## src/rtl/reg_wb_queue.sv

```systemverilog
// Write-back sequencer: buffers execute-stage results and drives the single register-file
// write port one word per cycle in FIFO order. It also flags RAW hazards for two decode sources.
module reg_wb_queue #(
    parameter int DEPTH  = 4,
    parameter int ADDR_W = 4,
    parameter int DATA_W = 16,
    parameter int HI_REG = 15
) (
    input  logic                      clk,
    input  logic                      rst,
    input  logic                      reqValid,
    output logic                      reqReady,
    input  logic [ADDR_W-1:0]         reqAddr,
    input  logic [DATA_W-1:0]         reqData,
    input  logic                      reqDual,
    input  logic [DATA_W-1:0]         reqDataHi,
    output logic                      wr,
    output logic [ADDR_W-1:0]         wrAddr,
    output logic [DATA_W-1:0]         wrData,
    input  logic [ADDR_W-1:0]         chkAddrA,
    input  logic [ADDR_W-1:0]         chkAddrB,
    output logic                      hazardA,
    output logic                      hazardB,
    output logic [$clog2(DEPTH):0]    count
);

    localparam int PTR_W = $clog2(DEPTH);
    localparam int CNT_W = PTR_W + 1;
    localparam logic [ADDR_W-1:0] HI_ADDR   = ADDR_W'(HI_REG);
    localparam logic [CNT_W-1:0]  DEPTH_CNT = CNT_W'(DEPTH);

    typedef enum logic [1:0] {
        IDLE = 2'd0,
        PRI  = 2'd1,
        HI   = 2'd2
    } state_t;

    state_t state;

    // Entry storage; every entry is visible to the hazard logic, so it stays in flops.
    logic [ADDR_W-1:0] entryAddr [DEPTH];
    logic [DATA_W-1:0] entryData [DEPTH];
    logic              entryDual [DEPTH];
    logic [DATA_W-1:0] entryHi   [DEPTH];

    logic [PTR_W-1:0]  rdPtr;
    logic [PTR_W-1:0]  wrPtr;
    logic [DATA_W-1:0] hiLatch;

    logic push;
    logic pop;
    logic notEmpty;

    assign notEmpty = (count != '0);
    assign reqReady = (count < DEPTH_CNT);
    assign push     = reqValid && reqReady;
    assign pop      = (state != HI) && notEmpty;

    always_ff @(posedge clk) begin
        if (push) begin
            entryAddr[wrPtr] <= reqAddr;
            entryData[wrPtr] <= reqData;
            entryDual[wrPtr] <= reqDual;
            entryHi[wrPtr]   <= reqDataHi;
        end
    end

    always_ff @(posedge clk or posedge rst) begin
        if (rst) begin
            wrPtr <= '0;
            rdPtr <= '0;
            count <= '0;
        end else begin
            if (push) begin
                wrPtr <= wrPtr + 1'b1;
            end
            if (pop) begin
                rdPtr <= rdPtr + 1'b1;
            end
            case ({push, pop})
                2'b10:   count <= count + 1'b1;
                2'b01:   count <= count - 1'b1;
                default: count <= count;
            endcase
        end
    end

    // Drain FSM: a dual entry spends one extra cycle in HI to issue the high word.
    always_ff @(posedge clk or posedge rst) begin
        if (rst) begin
            state   <= IDLE;
            wr      <= 1'b0;
            wrAddr  <= '0;
            wrData  <= '0;
            hiLatch <= '0;
        end else begin
            case (state)
                HI: begin
                    wr     <= 1'b1;
                    wrAddr <= HI_ADDR;
                    wrData <= hiLatch;
                    state  <= PRI;
                end
                default: begin
                    if (notEmpty) begin
                        wr     <= 1'b1;
                        wrAddr <= entryAddr[rdPtr];
                        wrData <= entryData[rdPtr];
                        if (entryDual[rdPtr]) begin
                            hiLatch <= entryHi[rdPtr];
                            state   <= HI;
                        end else begin
                            state   <= PRI;
                        end
                    end else begin
                        wr    <= 1'b0;
                        state <= IDLE;
                    end
                end
            endcase
        end
    end

    // An entry is live when its distance from the read pointer is below the occupancy.
    logic [DEPTH-1:0] entryValid;
    logic [DEPTH-1:0] matchA;
    logic [DEPTH-1:0] matchB;
    logic [DEPTH-1:0] dualLive;

    generate
        for (genvar gi = 0; gi < DEPTH; gi++) begin : gen_entry
            logic [PTR_W-1:0] offset;
            assign offset         = PTR_W'(gi) - rdPtr;
            assign entryValid[gi] = ({1'b0, offset} < count);
            assign matchA[gi]     = entryValid[gi] && (entryAddr[gi] == chkAddrA);
            assign matchB[gi]     = entryValid[gi] && (entryAddr[gi] == chkAddrB);
            assign dualLive[gi]   = entryValid[gi] && entryDual[gi];
        end
    endgenerate

    logic hiPending;
    assign hiPending = (|dualLive) || (state == HI);

    assign hazardA = (|matchA) || (hiPending && (chkAddrA == HI_ADDR)) || (wr && (wrAddr == chkAddrA));
    assign hazardB = (|matchB) || (hiPending && (chkAddrB == HI_ADDR)) || (wr && (wrAddr == chkAddrB));

endmodule

```

## config.mk

```make
export PLATFORM = sky130hd
export DESIGN_NAME = reg_wb_queue
export DESIGN_NICKNAME = d
export VERILOG_FILES = /design/src/rtl/reg_wb_queue.sv
export SDC_FILE = /design/constraint.sdc
export NUM_CORES = 1
export LEC_CHECK = 0
export BUFFER_PORTS_ARGS = -buffer_cell sky130_fd_sc_hd__buf_2
export CAP_MARGIN = 15
export CORE_ASPECT_RATIO = 0.8
export CORE_MARGIN = 2
export CORE_UTILIZATION = 45
export DETAILED_ROUTE_END_ITERATION = 8
export RECOVER_POWER = 100
export SLEW_MARGIN = 20
export SYNTH_ARGS = -nofsm -noshare
export SYNTH_HDL_FRONTEND = slang
export SYNTH_SLANG_ARGS = --single-unit
```

## constraint.sdc

```tcl
create_clock -name clk -period 2.7 [get_ports clk]
set_input_delay 0.27 -clock clk [delete_from_list [all_inputs] [get_ports clk]]
set_output_delay 0.27 -clock clk [all_outputs]
set_load 0.005 [all_outputs]
```

* After elaboration in Yosys (flattened, before gate mapping)
Memory sizes are Yosys's and may differ from the RTL's. A register that Yosys moved wholly into a read port is not among the register bits.
Cells that the tools add are included.
** Storage, ports and cells
- Flip-flop bits (word level) :: 30
- Input bits :: 48
- Output and inout port bits :: 27
- Bits in writable memories :: 148
- Memories kept :: 4
- Logic and storage cells :: 83
** Memories
- entryData :: words 4, width 16, read ports 1, clocked after Yosys merged registers in 0, wr ports 1, RTL line 42 : logic [DATA_W-1:0] entryData [DEPTH];
- entryHi :: words 4, width 16, read ports 1, clocked after Yosys merged registers in 1, wr ports 1, RTL line 44 : logic [DATA_W-1:0] entryHi [DEPTH];
- entryAddr :: words 4, width 4, read ports 5, clocked after Yosys merged registers in 0, wr ports 1, RTL line 41 : logic [ADDR_W-1:0] entryAddr [DEPTH];
- entryDual :: words 4, width 1, read ports 5, clocked after Yosys merged registers in 0, wr ports 1, RTL line 43 : logic entryDual [DEPTH];
** Cells by class
- Bitwise gates (word level) :: 1
- $add $sub $neg :: 8
- Magnitude comparators :: 5
- Equal/unequal tests :: 16
- Reductions and logical operators :: 30
- Mux-type cells :: 12
** Operators by type and width (number)
- $eq A4 B4 Y1 :: 10
- $mux W16 :: 2
- $logic_and A1 B1 Y1 :: 18
- $lt A2 B3 Y1 :: 4
- $reduce_or A4 Y1 :: 3
- $eq A4 B4 Y1 const B :: 2
- $mux W4 :: 2
- $mux W2 :: 3
- $pmux W3 S2 :: 1
- $logic_or A1 B1 Y1 :: 5
- $add A2 B1 Y2 const B :: 2
- $eq A2 B2 Y1 const B :: 2
- $mux W1 :: 4
- $reduce_bool A2 Y1 :: 2
- $sub A1 B2 Y2 const A :: 2
- $sub A2 B2 Y2 const A :: 2
- $add A3 B1 Y3 const B :: 1
- $lt A3 B3 Y1 const B :: 1
- $reduce_and A3 Y1 :: 1
- $reduce_bool A3 Y1 :: 1
- $sub A3 B1 Y3 const B :: 1
- $eq A2 B1 Y1 const B :: 1
- $ne A2 B2 Y1 const B :: 1
- $not A1 Y1 :: 1

* Longest topological paths before layout
Gate-level depths: netlist of run 1.
- Depth in word-level cells :: 8
- Mapped depth :: 9
- Depth with buffers taken out :: 8

* Least setup slack after synthesis of run 1
No wires, ideal clock.
- Path kind :: reg-to-output
- Start :: register rdPtr[1]
- End :: output port hazardA
- Arrival time :: 1913 ps
- Cell stages (with the launch flop) :: 9
- Path slack :: 517 ps
- Required time :: 2430 ps
- Path buffers :: 1
- Cell sequence :: dfrtp_1 buf_1 inv_1 ha_1 a21boi_1 o21a_1 nand2b_1 and4_1 o211ai_1
** On the way
- Cells in the longest elaborated chain, start to end :: 8
- Elaborated cells on any way between the ends :: 22
- Classes of those cells :: 4 x add/sub; 4 x order compare; 14 x reduce/logical
** RTL lines
- start, declared :: RTL line 46 : logic [PTR_W-1:0] rdPtr;
- start signal, assigned :: RTL line 78 : rdPtr <= rdPtr + 1'b1;
- $sub A1 B2 Y2 / $sub A2 B2 Y2 (equally long branches) :: RTL line 133 : assign offset = PTR_W'(gi) - rdPtr;
- $lt A2 B3 Y1 :: RTL line 134 : assign entryValid[gi] = ({1'b0, offset} < count);
- $logic_and A1 B1 Y1 :: RTL line 137 : assign dualLive[gi] = entryValid[gi] && entryDual[gi];
- $reduce_or A4 Y1 :: RTL line 142 : assign hiPending = (|dualLive) || (state == HI);
- $logic_or A1 B1 Y1 :: RTL line 142
- $logic_and A1 B1 Y1 :: RTL line 144 : assign hazardA = (|matchA) || (hiPending && (chkAddrA == HI_ADDR)) || (wr && (wrAddr == chkAddrA));
- $logic_or A1 B1 Y1 * (2 in series) :: RTL line 144
- end, declared :: RTL line 22 : output logic hazardA,
Mark *: on every way between the ends. The rest lies on a longest branch, timed or not.

* Final worst setup path of run 1
- Start :: register count[1]
- End :: output port hazardB
** On the way
- Cells in the longest elaborated chain, start to end :: 7
- Elaborated cells on any way between the ends :: 18
- Classes of those cells :: 4 x order compare; 14 x reduce/logical
** RTL lines
- start, declared :: RTL line 24 : output logic [$clog2(DEPTH):0] count
- start signal, assigned :: RTL line 81 : 2'b10: count <= count + 1'b1;
- start signal, assigned :: RTL line 82 : 2'b01: count <= count - 1'b1;
- start signal, assigned :: RTL line 83 : default: count <= count;
- $lt A2 B3 Y1 :: RTL line 134
- $logic_and A1 B1 Y1 :: RTL line 137
- $reduce_or A4 Y1 :: RTL line 142
- $logic_or A1 B1 Y1 :: RTL line 142
- $logic_and A1 B1 Y1 :: RTL line 145 : assign hazardB = (|matchB) || (hiPending && (chkAddrB == HI_ADDR)) || (wr && (wrAddr == chkAddrB));
- $logic_or A1 B1 Y1 * (2 in series) :: RTL line 145
- end, declared :: RTL line 23 : output logic hazardB,
Marked as above.

==> results.tsv, run 1 <==
stage	metric	value	unit
global_routing	grt_start_max_net_pins	38	
floorplanning	rows	43	
setup_path	reg2reg_slack	0.29	ns
layout	finish.net_count	590	
setup_path	crit_chain	inv_4 > ha_1 > a21boi_1 > o21a_1 > nand2b_1 > and4_1 > o211ai_1 > buf_2	
clock_network	cts_sinks	194	
floorplanning	initial_core_util	0.462	
detailed_routing	drc_violations	0	
sta	fin_tns_setup	0	ns
pwr	cellLeakagePower	3.14	nW
floorplanning	floorplan.core_area	0.0174	mm2
setup_path	cp-endpoint	hazardB	
clock_network	worst_skew_pair_later_pin_latency	0.43	ns
layout	diodes	0	
floorplanning	num_io_pins	75	
setup_path	cp_num_cells	8	
detailed_routing	totalWireLength	16000	um
placed_design	port-buffer-count	74	
synthesis	synth.net_count	508	
setup_path	crit_path_max_fanout	5	
floorplanning	die-width	154	um
synthesis	synth.top_cell.area_share	0.551	
synthesis	synth_top_area_cell	edfxtp_1	
detailed_routing	routed_wire_length_per_instance	20.8	um
detailed_routing	drt.antenna.violating_nets	0	
sta	slew_violations	0	
synthesis	syn-cell-area	0.00806	mm2
worst_hold_path	min_path_type	input pin to flip-flop	
clock_network	cts.htree.levels	4	
setup_path	cp-start-kind	flip-flop	
clock_network	clk_pin_slew	0.07	ns
setup_path	critical-path-slowest-cell	dfrtp_2	
synthesis	ys_seq_elements	194	
layout	stdcell_count	770	
setup_path	timing.rr.end	entryData[0][2]	
setup_path	worst_ep_arrival_time	2.25	ns
placed_design	placed_cell_area	0.00873	mm2
clock_network	cts_buffer_depth	2	
sta	setup_clock_skew_after_layout	0.0107	ns
synthesis	ys_seq_area_frac	0.694	
layout	synthToLayoutAreaGrowth	13.4	%
sta	setup_viol_count_final	0	
clock_network	ctsRootBufferMaster	clkbuf_16	
floorplanning	fp.dieH	124	um
setup_path	critPathCaptureType	output port	
synthesis	post_synth_num_cell_types	37	
synthesis	syn-instance-count	450	
placed_design	dpl.cell_count	734	
sta	slew-limit-headroom	0.176	
setup_path	cpPeakStageDelay	0.44	ns
layout	leading_cell_type_in_the_layout_fill_and_taps_excluded	edfxtp_1	
worst_hold_path	hold_crit_start	reqData[4]	
detailed_routing	detailedRoute.firstIterationViolations	276	
synthesis	postSynth.asyncResetShare	0.237	
pwr	vdd.ir_drop.worst	489	uV
layout	ratio_of_cells_with_drive_above_1_in_the_final_layout	0.218	
global_routing	globalRoute.totalOverflow	0	
detailed_routing	detailedRoute.firstPassIterationCount	5	
clock_network	tritoncts	built	
sta	finalCriticalPeriod	2.52	ns
synthesis	synth_edf_count	148	
setup_path	worst_path_dominant_cell_family	compound AO/OA/AOI/OAI gates	
sta	period_share	0.933	
run	drv.max_cap_violation_count	0	
global_routing	number_of_global_route_vias_before_repair	4201	
setup_path	worst_r2r_startpoint	count[2]	
clock_network	clock_buffers_created_by_tritoncts	17	
sta	worstMarginPinSlew	1.24	ns
setup_path	critPathRequiredTime	2.43	ns
pwr	power.density	1080	mW/mm2
synthesis	yosys_most_used_dff	edfxtp_1	
setup_path	timing_worst_setup_path_type	flip-flop to output port	
global_routing	grt_first_pass_wirelength	24900	um
detailed_routing	detail_route.vias_per_cell	5.24	
setup_path	worstRegToRegCells	3	
global_routing	grt_util_all_layers	0.178	
placed_design	dp_hpwl	9890	um
global_routing	grt_antenna_before_repair	0	
setup_path	crit_start	count[1]	
detailed_routing	route.vias.total	4038	
sta	final-hold-violation-count	0	
placed_design	gpl.final_weighted_congestion	0.810	
synthesis	synth-warning-count	0	
setup_path	path_buf_inv	2	
sta	fmax	397	MHz
floorplanning	fp.dieArea	0.0190	mm2
status	run_status	completed	
layout	final_cell_mix	edfxtp_1 (148), clkbuf_1 (56), dfrtp_1 (43), mux4_2 (37), xnor2_1 (30)	
synthesis	synthTopCellsByArea	edfxtp_1 (55%), dfrtp_1 (14%), mux4_2 (10%)	
layout	design_area	0.00914	mm2
synthesis	syn_avg_cell_area	17.9	um2
worst min-delay path by stage:
stage,end,slack [ns],cells past startpoint
final,entryData[1][4],0.1,1
after global routing,entryDual[1],0.09,1
after CTS,entryData[1][4],0.03,1
after detailed placement,wrAddr[3],0.38,2
after global placement,wrAddr[3],0.37,2
after floorplan,entryAddr[0][0],0.37,0
area by class of cell:
cell class | instances | area (um2)
flip-flops and latches | 194 | 5600
inverters | 11 | 43.8
multi-input cells | 220 | 2240
clock inverters | 13 | 120
repair buffers | 88 | 415
well taps | 225 | 282
clock buffers | 19 | 433
fillers | 1484 | 8290
where the power goes:
group | switching (mW) | total [mW] | leakage, nW | internal [mW]
sequential | 0.388 | 4.35 | 1.88 | 3.96
combinational | 1.67 | 3.21 | 0.991 | 1.54
clock | 1.12 | 2.34 | 0.268 | 1.22
total | 3.18 | 9.90 | 3.14 | 6.72
cell usage after synthesis (all sizes together), types with 5 or more instances:
cell type / number
o21ai: 22
nand4: 8
dfrtp: 46
xnor2: 31
mux2i: 20
edfxtp: 148
ha: 9
buf: 10
nand2: 27
inv: 11
clkbuf: 15
mux4: 37
xor2: 16
mux2: 16
nor2: 5
flip-flops by register name (all words and copies together), names as in the netlist, 3 cells and up:
name	count
entryDual	4
hiLatch	16
wrData	16
count	3
entryHi	64
entryAddr	16
entryData	64
wrAddr	4
logic make-up (layout without fill, tap and decap cells):
logic type / Yosys count / after routing / synth area share
xor gates and xnor gates: 47 / 47 / 0.0511
and+or+nand+nor: 56 / 56 / 0.0365
DFF: 194 / 194 / 0.694
AOI/OAI and AO/OA: 34 / 34 / 0.0244
muxes: 73 / 73 / 0.155
buffers and inverters: 36 / 131 / 0.0228
adders and majority gates: 10 / 10 / 0.0165
timing repair:
item / 4_1_cts / 5_1_grt
buffers inserted: 0 / 3
endpoints found under the hold margin: 23 / 0
hold buffers: 1 / 0
setup endpoints to repair: 0 / 2
resized for setup: 0 / 6
layer usage:
metal	wire (um)	vias to the layer above	GRT usage
met4	68	0	0.0470
met2	7660	86	0.280
met3	846	4	0.0459
li1	-	1875	-
met5	0	-	0
met1	7470	2073	0.252
metrics by stage:
stage / setup slack, ns / utilization / hold WS, ns / power, mW
2_1_floorplan: 0.517 / - / 0.369 / 6.82
3_3_place_gp: 0.564 / 0.501 / 0.369 / 7.76
3_5_place_dp: 0.468 / 0.501 / 0.377 / 7.83
4_1_cts: 0.00399 / 0.533 / 0.0339 / 10.2
5_1_grt: -0.00518 / 0.524 / 0.0911 / 10.5
6_report: 0.180 / 0.524 / 0.0987 / 9.90
Power figures use the tool's default switching activity.
==> run 2: changes to the inputs <==
Settings changed: CORE_ASPECT_RATIO 0.8 to 0.75.
==> run 2 against run 1 <==
  * Cell count grew 2.3%
  * Critical path depth is the same
  * Clock skew shrank 0.00080 ns
  * Die area barely moved
  * Global-route usage about the same
  * Maximum frequency up 0.28%
  * Final area is 0.60% higher
  * Hold slack got worse by 0.0068 ns
  * Non-clock buffer count did not move
==> results.tsv, run 2 (synthesis gave the netlist of run 1 again) <==
stage	metric	value	unit
setup_path	crit_path_max_fanout	9	
status	run_status	completed	
clock_network	clock_buffers_created_by_tritoncts	17	
clock_network	tritoncts	built	
sta	hold-worst-slack	0.0919	ns
pwr	cellLeakagePower	3.15	nW
detailed_routing	drc_violations	0	
layout	multi_input_logic_area	0.00225	mm2
global_routing	grt_util_all_layers	0.178	
placed_design	port-buffer-count	74	
placed_design	gpl.final_weighted_congestion	0.808	
setup_path	crit_chain	xnor2_2 > inv_1 > ha_1 > a21oi_1 > o21ai_0 > and4_1 > o211ai_1 > clkbuf_1	
floorplanning	fp.dieArea	0.0190	mm2
clock_network	cts.htree.levels	4	
setup_path	worst_ep_arrival_time	2.24	ns
setup_path	worst_r2r_startpoint	count[2]	
floorplanning	fp.dieH	120	um
sta	slew-limit-headroom	0.341	
sta	setup_clock_skew_after_layout	0.00988	ns
setup_path	reg2reg_slack	0.22	ns
pwr	power.density	1080	mW/mm2
setup_path	critPathCaptureType	output port	
layout	leading_cell_type_in_the_layout_fill_and_taps_excluded	edfxtp_1	
floorplanning	floorplan.core_area	0.0176	mm2
worst_hold_path	hold_crit_start	reqData[5]	
detailed_routing	totalWireLength	15700	um
detailed_routing	detailedRoute.firstPassIterationCount	4	
clock_network	worst_skew_pair_later_pin_latency	0.43	ns
setup_path	timing_worst_setup_path_type	flip-flop to output port	
floorplanning	initial_core_util	0.458	
pwr	fin_total_pwr	9.95	mW
layout	ratio_of_cells_with_drive_above_1_in_the_final_layout	0.218	
layout	synthToLayoutAreaGrowth	14.1	%
floorplanning	die-width	159	um
layout	largestRegisters	entryData x64, entryHi x64	
worst_hold_path	min_path_type	input pin to flip-flop	
sta	setup_viol_count_final	0	
setup_path	crit_start	rdPtr[0]	
global_routing	grt_first_pass_wirelength	24700	um
sta	period_share	0.931	
sta	final-hold-violation-count	0	
clock_network	cts_sinks	194	
floorplanning	rows	42	
detailed_routing	drt.antenna.violating_nets	0	
setup_path	critPathRequiredTime	2.43	ns
clock_network	ctsRootBufferMaster	clkbuf_16	
sta	rsz_0062_raised_after_global_routing	false	
global_routing	number_of_global_route_vias_before_repair	4380	
setup_path	timing.rr.end	entryData[0][1]	
sta	finalCriticalPeriod	2.51	ns
worst_hold_path	holdPathEnd	entryData[2][5]	
pwr	vdd.ir_drop.worst	425	uV
global_routing	grt_antenna_before_repair	1	
detailed_routing	route.vias.total	4141	
clock_network	cts_buffer_depth	2	
setup_path	cpPeakStageDelay	0.50	ns
sta	slew_violations	0	
global_routing	grt_start_max_net_pins	34	
setup_path	critical-path-slowest-cell	dfrtp_2	
worst_hold_path	whs_path_depth	1	
sta	fmax	398	MHz
placed_design	place_worst_setup_slack	0.539	ns
layout	sequential_cell_area	0.00560	mm2
clock_network	clk_pin_slew	0.07	ns
sta	fin_tns_setup	0	ns
run	drv.max_cap_violation_count	0	
sta	final_critical_path_setup_slack	0.187	ns
floorplanning	num_io_pins	75	
layout	finish.net_count	590	
detailed_routing	detailedRoute.firstIterationViolations	197	
detailed_routing	detail_route.vias_per_cell	5.26	
detailed_routing	routed_wire_length_per_instance	19.9	um
sta	worstMarginPinSlew	0.989	ns
setup_path	worstRegToRegCells	3	
layout	layout.filler_cells	1445	
setup_path	cp-start-kind	flip-flop	
placed_design	dp_hpwl	9990	um
global_routing	globalRoute.totalOverflow	0	
layout	final_cell_mix	edfxtp_1 (148), clkbuf_1 (53), dfrtp_1 (43), mux4_2 (37), xnor2_1 (30)	
run 2: cell types whose count changed in the layout (fill, tap and decap cells not counted), sizes merged:
cell / before / now
buf: 26 / 30
bufinv: 0 / 2
clkbuf: 79 / 77
clkinv: 4 / 3
diode: 0 / 1
dlymetal6s2s: 1 / 0
inv: 19 / 17
run 2: layout make-up:
cell class	count	area share
tap	242	0.0329
sequential	194	0.609
inverter	11	0.00449
timing repair buffer	88	0.0435
multi-input combinational	220	0.244
clock inverter	12	0.0158
clock buffer	20	0.0497
antenna	1	0.000272
run 2: routing by layer:
| metal | vias to the layer above | wire, um | global-route usage | part of all wire |
|---|---|---|---|---|
| li1 | 1876 | - | - | - |
| met4 | 0 | 170 | 0.0467 | 0.011 |
| met3 | 13 | 845 | 0.0542 | 0.054 |
| met5 | - | 0 | 0 | 0 |
| met1 | 2156 | 7170 | 0.244 | 0.46 |
| met2 | 96 | 7480 | 0.281 | 0.48 |
run 2: report_power, final:
group | leakage [nW] | switching, mW | total (mW) | internal (mW)
clock | 0.293 | 1.09 | 2.53 | 1.44
combinational | 0.978 | 1.60 | 3.08 | 1.48
sequential | 1.88 | 0.395 | 4.34 | 3.95
run 2: timing repair:
action,CTS,global route
hold buffers,1,0
resized for setup,0,4
endpoints found under the hold margin,18,0
endpoints found under the setup margin,0,2
buffers inserted,0,1
run 2: stage by stage:
step	instances	instance area, um2	util
finish	788	9200	0.522
global placement	753	8730	0.496
global route	787	9190	0.522
detailed placement	753	8730	0.496
floorplan	450	8060	-
CTS	786	9340	0.531
run 2: worst max path at each step:
stage | end | cells after the start | slack [ns]
5_1_grt | hazardB | 8 | 0.005
6_report | hazardA | 8 | 0.19
3_5_place_dp | hazardA | 8 | 0.54
3_3_place_gp | hiLatch[14] | 3 | 0.56
4_1_cts | hazardA | 8 | 0.07
2_1_floorplan | hazardA | 8 | 0.52
run 2: critical path: cells and delay by family (launching register included):
family / cells / cell delay [ns]
flops: 1 / 0.50
compound gates: 3 / 0.44
buf+inv: 2 / 0.21
fa+ha+maj: 1 / 0.27
simple gates: 1 / 0.19
xor+xnor: 1 / 0.21
